--- config.mk ---
export PLATFORM = sky130hd
export DESIGN_NAME = mult_sched
export DESIGN_NICKNAME = d
export VERILOG_FILES = /design/src/rtl/mult_sched_pkg.sv /design/src/rtl/mult_sched_booth.sv /design/src/rtl/mult_sched_rr_arbiter.sv /design/src/rtl/mult_sched.sv
export SDC_FILE = /design/constraint.sdc
export NUM_CORES = 1
export LEC_CHECK = 0
export ABC_AREA = 1
export CORE_ASPECT_RATIO = 0.7
export CORE_MARGIN = 3
export CORE_UTILIZATION = 25
export CTS_BUF_LIST = sky130_fd_sc_hd__clkbuf_4
export CTS_CLUSTER_SIZE = 10
export DETAILED_ROUTE_END_ITERATION = 6
export SYNTH_ARGS = -nofsm -noshare
export SYNTH_HDL_FRONTEND = slang
export SYNTH_HIERARCHICAL = 1
export SYNTH_SLANG_ARGS = --single-unit
--- constraint.sdc ---
create_clock -name clk -period 5.4 [get_ports clk]
set_input_delay 0.81 -clock clk [delete_from_list [all_inputs] [get_ports clk]]
set_output_delay 0.81 -clock clk [all_outputs]
set_load 0.02 [all_outputs]
--- src/rtl/mult_sched_pkg.sv ---
// Shared types and defaults for the mult_sched round-robin multiplier scheduler.
package mult_sched_pkg;

    typedef enum logic [1:0] {
        IDLE = 2'd0,
        CALC = 2'd1,
        DONE = 2'd2
    } state_t;

    localparam int DEF_WIDTH = 8;
    localparam int DEF_NREQ  = 2;

    // Tag width: at least one bit even for a single requester.
    function automatic int id_w(input int n);
        return (n > 1) ? $clog2(n) : 1;
    endfunction

endpackage

--- src/rtl/mult_sched_booth.sv ---
// Combinational radix-4 Booth multiplier, full 2*WIDTH signed product (WIDTH even).
module booth_mult #(
    parameter int WIDTH = 8
) (
    input  logic signed [WIDTH-1:0]   a,
    input  logic signed [WIDTH-1:0]   b,
    output logic signed [2*WIDTH-1:0] p
);

    logic signed [2*WIDTH-1:0] ae;
    logic signed [2*WIDTH-1:0] pp;
    logic signed [2*WIDTH-1:0] acc;
    logic        [WIDTH:0]     bx;
    logic        [2:0]         trip;

    always_comb begin
        ae   = {{WIDTH{a[WIDTH-1]}}, a};
        bx   = {b, 1'b0};
        acc  = '0;
        pp   = '0;
        trip = '0;
        // Each overlapping triplet of b selects a digit in {-2,-1,0,1,2}.
        for (int unsigned i = 0; i < WIDTH / 2; i++) begin
            trip = bx[2*i +: 3];
            case (trip)
                3'b001, 3'b010: pp = ae;
                3'b011:         pp = ae <<< 1;
                3'b100:         pp = -(ae <<< 1);
                3'b101, 3'b110: pp = -ae;
                default:        pp = '0;
            endcase
            acc = acc + (pp <<< (2 * i));
        end
        p = acc;
    end

endmodule

--- src/rtl/mult_sched_rr_arbiter.sv ---
// Round-robin arbiter: one-hot grant to the first request at or after ptr, wrapping.
module rr_arbiter
    import mult_sched_pkg::*;
#(
    parameter int NREQ = DEF_NREQ
) (
    input  logic [NREQ-1:0]         req,
    input  logic [id_w(NREQ)-1:0]   ptr,
    output logic [NREQ-1:0]         gnt
);

    localparam int unsigned N = NREQ;

    logic        found;
    int unsigned idx;

    always_comb begin
        gnt   = '0;
        found = 1'b0;
        idx   = 0;
        for (int unsigned off = 0; off < N; off++) begin
            idx = (32'(ptr) + off) % N;
            if (!found && req[idx]) begin
                gnt[idx] = 1'b1;
                found    = 1'b1;
            end
        end
    end

endmodule

--- src/rtl/mult_sched.sv ---
// Round-robin multiplier scheduler: IDLE/CALC/DONE, one operation in flight.
// Optional MULT_SCHED_STATS_EN adds a saturating op_count result counter.
module mult_sched
    import mult_sched_pkg::*;
#(
    parameter int WIDTH = DEF_WIDTH,
    parameter int NREQ  = DEF_NREQ
) (
    input  logic                    clk,
    input  logic                    rst_n,
    input  logic [NREQ-1:0]         req_valid,
    output logic [NREQ-1:0]         req_ready,
    input  logic [NREQ*WIDTH-1:0]   req_x,
    input  logic [NREQ*WIDTH-1:0]   req_y,
    output logic                    res_valid,
    input  logic                    res_ready,
    output logic [2*WIDTH-1:0]      res_p,
    output logic [id_w(NREQ)-1:0]   res_id
`ifdef MULT_SCHED_STATS_EN
    ,
    output logic [15:0]             op_count
`endif
);

    localparam int          IDW = id_w(NREQ);
    localparam int unsigned N   = NREQ;

    state_t                    state;
    logic signed [WIDTH-1:0]   x_q;
    logic signed [WIDTH-1:0]   y_q;
    logic [IDW-1:0]            tag_q;
    logic [IDW-1:0]            rr_ptr;
    logic [NREQ-1:0]           gnt;
    logic signed [2*WIDTH-1:0] prod;
    logic                      hs;
    logic [WIDTH-1:0]          sel_x;
    logic [WIDTH-1:0]          sel_y;
    logic [IDW-1:0]            sel_id;
    logic [IDW-1:0]            nxt_ptr;

    rr_arbiter #(.NREQ(NREQ)) u_arb (
        .req (req_valid),
        .ptr (rr_ptr),
        .gnt (gnt)
    );

    booth_mult #(.WIDTH(WIDTH)) u_mul (
        .a (x_q),
        .b (y_q),
        .p (prod)
    );

    assign req_ready = (rst_n && state == IDLE) ? gnt : '0;

    always_comb begin
        hs      = |(req_valid & req_ready);
        sel_x   = '0;
        sel_y   = '0;
        sel_id  = '0;
        nxt_ptr = '0;
        for (int unsigned i = 0; i < N; i++) begin
            if (gnt[i]) begin
                sel_x   = req_x[i*WIDTH +: WIDTH];
                sel_y   = req_y[i*WIDTH +: WIDTH];
                sel_id  = IDW'(i);
                nxt_ptr = (i + 1 == N) ? '0 : IDW'(i + 1);
            end
        end
    end

    always_ff @(posedge clk) begin
        if (!rst_n) begin
            state     <= IDLE;
            x_q       <= '0;
            y_q       <= '0;
            tag_q     <= '0;
            rr_ptr    <= '0;
            res_valid <= 1'b0;
            res_p     <= '0;
            res_id    <= '0;
        end else begin
            case (state)
                IDLE: begin
                    if (hs) begin
                        x_q    <= sel_x;
                        y_q    <= sel_y;
                        tag_q  <= sel_id;
                        rr_ptr <= nxt_ptr;
                        state  <= CALC;
                    end
                end
                CALC: begin
                    res_p     <= prod;
                    res_id    <= tag_q;
                    res_valid <= 1'b1;
                    state     <= DONE;
                end
                DONE: begin
                    if (res_ready) begin
                        res_valid <= 1'b0;
                        state     <= IDLE;
                    end
                end
                default: state <= IDLE;
            endcase
        end
    end

`ifdef MULT_SCHED_STATS_EN
    always_ff @(posedge clk) begin
        if (!rst_n) begin
            op_count <= '0;
        end else if (state == DONE && res_ready && op_count != 16'hFFFF) begin
            op_count <= op_count + 16'd1;
        end
    end
`endif

endmodule

# --- Word-level counts from Yosys, hierarchy flattened ---
# Cells that the tools add are included.
word_totals:
  register_bits: 38
  wordCells: 90
op_classes:
  n_addsub: 6
  order_cmp: 4
  eq_ne: 25
  muxes: 28
  n_bitwise: 2
  n_reduce_logical: 17
op_table:
  columns: ["op", "count"]
  rows:
  - ["14-bit case mux with 4 select lines", 1]
  - ["16-bit adder", 3]
  - ["12-bit case mux with 4 select lines", 1]
  - ["16-bit case mux with 3 select lines", 1]
  - ["10-bit case mux with 4 select lines", 1]
  - ["8-bit two-way mux", 4]
  - ["3-bit equality test (second input constant)", 9]
  - ["3-bit by 2-bit equality test with 1-bit output (second input constant)", 6]
  - ["8-bit negation with 16-bit output", 1]
  - ["9-bit negation with 16-bit output", 1]
  - ["2-bit OR reduction", 7]
  - ["1-bit two-way mux", 11]
  - ["2-bit two-way mux", 5]
  - ["3-bit by 1-bit equality test with 1-bit output (second input constant)", 3]
  - ["2-bit equality test (second input constant)", 3]
  - ["2-bit case mux with 3 select lines", 1]
  - ["2-bit AND reduction", 3]
  - ["2-bit by 1-bit equality test with 1-bit output (second input constant)", 2]
  - ["1-bit logical AND", 4]
  - ["1-bit by 2-bit less-than comparator with 1-bit output (second input constant)", 2]
  - ["2-bit != test (second input constant)", 2]
  - ["2-bit AND", 1]
  - ["1-bit demux with 1-bit select", 2]
  - ["1-bit greater-or-equal comparator (second input constant)", 2]
  - ["other kinds (6)", 6]

# --- Depth between registers and ports, before layout ---
depth:
  ltp_word: 12
  depth_mapped: 24
  mapped_depth_nobuf: 24

# --- Cells and area by module ---
# The synthesis kept the hierarchy.
by_module_without_submodules:
  columns: ["mod", "instances", "cells_each", "area_per_inst_um2", "seq_area_each_um2"]
  rows:
  - ["booth_mult", 1, 360, 2354.8, 0.0]
  - ["mult_sched", 1, 262, 1810.5, 760.7]
  - ["rr_arbiter", 1, 4, 27.5, 0.0]

# --- Least setup slack after synthesis ---
# OpenSTA, ideal clock, no wires.
synth_path:
  path_kind: "register to register"
  startpoint: "register x_q[0]"
  endpoint: "register res_p[13]"
  setup_ps: 116
  arrival_time_ps: 3676
  required_ps: 5284
  path_slack_ps: 1608
  stages_incl_launch_ff: 24
  n_path_buf: 0
  synth_period_minus_slack_ps: 3792
  cell_sequence: "dfxtp_1 inv_2 ha_1 nand2_2 nor3_2 nand2_1 nand2_1 nand2_1 o22ai_1 a21oi_1 o21ai_0 fa_1 inv_1 fa_1 inv_1 ha_1 nand2_1 nor3_1 a21oi_1 nor3_1 nor2_1 xor2_1 nor2_1 nor2_1"
synth_via:
  elab_chain_len: 5
  elab_cells_between_ends: 9
synth_lines:
  columns: ["element", "line", "text"]
  rows:
  - ["start, declared", "mult_sched.sv:29", "logic signed [WIDTH-1:0] x_q;"]
  - ["start signal, assigned", "mult_sched.sv:85", "x_q <= sel_x;"]
  - ["9-bit negation with 16-bit output / 8-bit negation with 16-bit output (equally long branches)", "mult_sched_booth.sv:28, mult_sched_booth.sv:29", null]
  - ["14-bit case mux with 4 select lines / 16-bit case mux with 3 select lines (equally long branches)", "mult_sched_booth.sv:25", "case (trip)"]
  - ["16-bit adder (2 in a row)", "mult_sched_booth.sv:32", "acc = acc + (pp <<< (2 * i));"]
  - ["16-bit adder (*)", "mult_sched_booth.sv:32", null]
  - ["named net prod[13]", "mult_sched.sv:34", "logic signed [2*WIDTH-1:0] prod;"]
  - ["end signal, assigned", "mult_sched.sv:93", "res_p <= prod;"]
  - ["end, declared", "mult_sched.sv:17", "output logic [2*WIDTH-1:0] res_p,"]
# The timed path passes the listed nets; every way through them passes the cells marked *.
# A chain may end at the register's enable or synchronous reset.

# --- Final worst setup path ---
# Same ends and word-level chain as after synthesis.

==> impl_metrics.json <==
{
  "status": "finished clean",
  "finalSetupViolations": 0,
  "num_rows": 38,
  "cts.clk_slew.worst_paths_ns": 0.12,
  "yosysUniqueCellTypes": 41,
  "finalWorstSetupSlack_ns": 0.832,
  "leading_cell_type_in_the_layout_fill_and_taps_excluded": "sky130_fd_sc_hd__nand2_1",
  "worst_slew_margin_rel_pct": 53.0,
  "routedWlPerCell_um": 14.0,
  "dr.pass1.iters": 6,
  "signal_arrival_time_at_the_worst_endpoint_ns": 4.88,
  "cts-resized-gates": 0,
  "post_route_cells_drive_above_1_share_pct": 10.4,
  "first_iter_violations": 447,
  "timing.critical_path.to_type": "flop",
  "worst_clock_skew_ns": 0.00440,
  "async_flop_share_pct": 0,
  "hold_path.startpoint": "tag_q",
  "worst_slew_pin_slew_ns": 0.699,
  "period_minus_slack_ns": 4.57,
  "design.core.area_mm2": 0.0160,
  "clock_sink_count": 38,
  "pin_count_of_the_biggest_net_entering_global_routing": 40,
  "slowest_stage": "sky130_fd_sc_hd__fa_1",
  "antenna_cells_inserted": 0,
  "hold_buffers": 0,
  "die-height_um": 114,
  "remaining_number_of_nets_flagged_by_the_antenna_check_after_routing": 0,
  "rsz0062_at_grt": "no",
  "worstSkewPairLatency_ns": 0.36,
  "min_path_type": "flop to flop",
  "antenna_violations_before_repair": 0,
  "reg2reg_setup_slack_ns": 0.83,
  "critical_path_buf_inv_count": 3,
  "yosys_register_bits": 38,
  "crit_path_start_kind": "flop",
  "max-cap-violations": 0,
  "tritoncts_clock_tree": "built",
  "internal_pwr_total_uw": 611,
  "critical_path.max_fanout": 7,
  "tritoncts.num_buffers": 5,
  "gp_congestion": 0.969,
  "p_clk_share_pct": 17.5,
  "syn-instance-count": 626,
  "vias": 4266,
  "post_synth_instance_area_mm2": 0.00419,
  "combinationalPowerShare_pct": 53.1,
  "rr_startpoint": "x_q[0]",
  "route.final.wire_length_um": 12500,
  "most_used_cells_in_the_layout_excluding_fill_and_tap_cells": "108 x sky130_fd_sc_hd__nand2_1, 91 x sky130_fd_sc_hd__inv_1, 76 x sky130_fd_sc_hd__nor2_1",
  "post_synth.cell_area_avg_um2": 6.70,
  "postCtsSetupRepairBufs": 0,
  "sw_frac_of_total_pct": 45.4,
  "initial_core_util_pct": 26.2,
  "switchingPower_uw": 508,
  "synth.yosys.seq_area_share_pct": 18.1,
  "finalNetCount": 751,
  "drc": 0,
  "powerDensity_mw_per_mm2": 224,
  "timing.critical_path.slowest_cell_delay_ns": 0.58,
  "layout.filler_cells": 1808,
  "portBuffers": 56,
  "ir_worst_vdd_mv": 0.131,
  "crit_type": "flop to flop",
  "sequential_cell_area_um2": 761,
  "number_of_cells_on_the_worst_hold_path": 2,
  "pre_cts_slack_ns": 0.961,
  "die_extent_in_x_um": 161,
  "fmax_ghz": 0.219,
  "critical_path.cell_chain": "inv_2 > ha_1 > nand2_2 > nor3_2 > nand2_1 > nand2_1 > nand2_1 > o22ai_1 > a21oi_1 > o21ai_0 > fa_1 > inv_1 > fa_1 > inv_1 > ha_1 > a21oi_1 > o21ai_0 > a21oi_1 > nor3_1 > nor2_1 > xor2_1 > nor2_1 > nor2_1",
  "h_tree_lvls": 2,
  "grt_usage_pct": 14.1,
  "final_hold_violation_count": 0,
  "power.share.sequential_pct": 29.3,
  "count_of_flip_flops_with_a_built_in_enable_after_synthesis": 0,
  "grt_pass1_wl_um": 21200,
  "crit_required_ns": 5.71,
  "multi_input_area_mm2": 0.00287,
  "syn_nets": 702,
  "grt_pass1_vias": 4071,
  "layout_area_growth_over_synthesis_pct": 19.4,
  "final_min_period_over_clock_period_pct": 84.6,
  "num_io_pins": 57,
  "hpwl_um": 10000,
  "timing.setup.tns_ns": 0,
  "cts_root_buffer": "sky130_fd_sc_hd__clkbuf_4",
  "final_max_slew_viol_count": 0,
  "hold_end": "res_id",
  "cp_top_family": "adder cells",
  "synth_warnings": 6,
  "cts-root-to-sink-buffers": 2,
  "die-area_mm2": 0.0184,
  "worstRegToRegCells": 23,
  "synth_top_flop_cell": "sky130_fd_sc_hd__dfxtp_1",
  "cellLeakagePower_uw": 0.00233,
  "viasPerCell": 4.77,
  "global_route.overflow_total": 0,
  "timing.rr.end": "res_p[13]"
}
Yosys cell counts, types with 6 or more instances:
library cell | instances | area, µm²
sky130_fd_sc_hd__dfxtp_1 | 38 | 761
sky130_fd_sc_hd__o221ai_1 | 13 | 114
sky130_fd_sc_hd__o211ai_1 | 6 | 45.0
sky130_fd_sc_hd__nand2_2 | 7 | 43.8
sky130_fd_sc_hd__buf_2 | 13 | 65.1
sky130_fd_sc_hd__o22ai_1 | 14 | 87.6
sky130_fd_sc_hd__nand3_1 | 53 | 265
sky130_fd_sc_hd__fa_1 | 21 | 420
sky130_fd_sc_hd__o21ai_0 | 35 | 175
sky130_fd_sc_hd__ha_1 | 18 | 225
sky130_fd_sc_hd__a21oi_1 | 43 | 215
sky130_fd_sc_hd__inv_2 | 16 | 60.1
sky130_fd_sc_hd__nand3_2 | 8 | 80.1
sky130_fd_sc_hd__inv_1 | 91 | 342
sky130_fd_sc_hd__nand2_1 | 108 | 405
sky130_fd_sc_hd__nor2_1 | 76 | 285
power groups by stage:
stage / clock network (µW) / logic (µW) / registers (µW)
2_1_floorplan: 0 / 400 / 342
3_3_place_gp: 0 / 585 / 334
4_1_cts: 203 / 587 / 328
5_1_grt: 219 / 672 / 331
3_5_place_dp: 0 / 579 / 334
6_report: 196 / 595 / 328
worst reg2reg max path, stage by stage, from the launching register on:
cell                      delay, ns
sky130_fd_sc_hd__dfxtp_1       0.50
sky130_fd_sc_hd__inv_2         0.11
sky130_fd_sc_hd__ha_1          0.24
sky130_fd_sc_hd__nand2_2       0.10
sky130_fd_sc_hd__nor3_2        0.06
sky130_fd_sc_hd__nand2_1       0.07
sky130_fd_sc_hd__nand2_1       0.04
sky130_fd_sc_hd__nand2_1       0.26
sky130_fd_sc_hd__o22ai_1       0.12
sky130_fd_sc_hd__a21oi_1       0.12
sky130_fd_sc_hd__o21ai_0       0.15
sky130_fd_sc_hd__fa_1          0.58
sky130_fd_sc_hd__inv_1         0.06
sky130_fd_sc_hd__fa_1          0.53
sky130_fd_sc_hd__inv_1         0.05
sky130_fd_sc_hd__ha_1          0.36
sky130_fd_sc_hd__a21oi_1       0.17
sky130_fd_sc_hd__o21ai_0       0.15
sky130_fd_sc_hd__a21oi_1       0.24
sky130_fd_sc_hd__nor3_1        0.09
sky130_fd_sc_hd__nor2_1        0.12
sky130_fd_sc_hd__xor2_1        0.23
sky130_fd_sc_hd__nor2_1        0.07
sky130_fd_sc_hd__nor2_1        0.09
flip-flops by register name (all words and copies together), names as in the netlist:
signal	flops
res_p	16
x_q	8
y_q	8
state	2
res_id	1
res_valid	1
rr_ptr	1
tag_q	1
worst max path at each step:
stage | start | endpoint | slack, ns | depth (start not counted)
after floorplan | x_q[0] | res_p[13] | 1.61 | 23
after global placement | x_q[1] | res_p[14] | 0.98 | 20
after global routing | x_q[0] | res_p[13] | 0.49 | 23
after CTS | x_q[0] | res_p[13] | 0.92 | 23
after detailed placement | x_q[0] | res_p[13] | 0.96 | 23
final | x_q[0] | res_p[13] | 0.83 | 23
through the flow:
| stage | power [µW] | utilization [%] | area, µm² | cells | hold WS, ns |
|---|---|---|---|---|---|
| after floorplan | 742 | - | 4190 | 626 | 0.429 |
| after global placement | 919 | 30.9 | 4930 | 888 | 0.457 |
| after detailed placement | 912 | 30.9 | 4930 | 888 | 0.453 |
| after CTS | 1120 | 31.3 | 5010 | 895 | 0.477 |
| after global routing | 1220 | 31.3 | 5010 | 895 | 0.514 |
| final | 1120 | 31.3 | 5010 | 895 | 0.472 |
per-layer routing:
layer  up-vias  GRT usage, %  part of all wire [%]
met4         0          1.83                  0.54
met1      1950          22.7                    55
li1       2145             -                     -
met3        10          4.12                   9.4
met2       161          18.3                    36
met5         -             0                     0
logic make-up after synthesis:
family / count (synthesis) / share of synthesized area [%]
xor+xnor: 10 / 2.09
simple gates: 278 / 32.1
fa+ha+maj: 39 / 15.4
compound gates: 130 / 18.8
buf+inv: 131 / 13.4
flops: 38 / 18.1
final cells by class:
| cell class | count | area share, % |
|---|---|---|
| tap | 220 | 5.50 |
| multi-input combinational | 457 | 57.3 |
| timing repair buffer | 62 | 12.1 |
| inverter | 111 | 8.47 |
| clock inverter | 2 | 0.675 |
| clock buffer | 5 | 0.750 |
| sequential | 38 | 15.2 |
No activity file was read; power rests on OpenSTA's default activity.
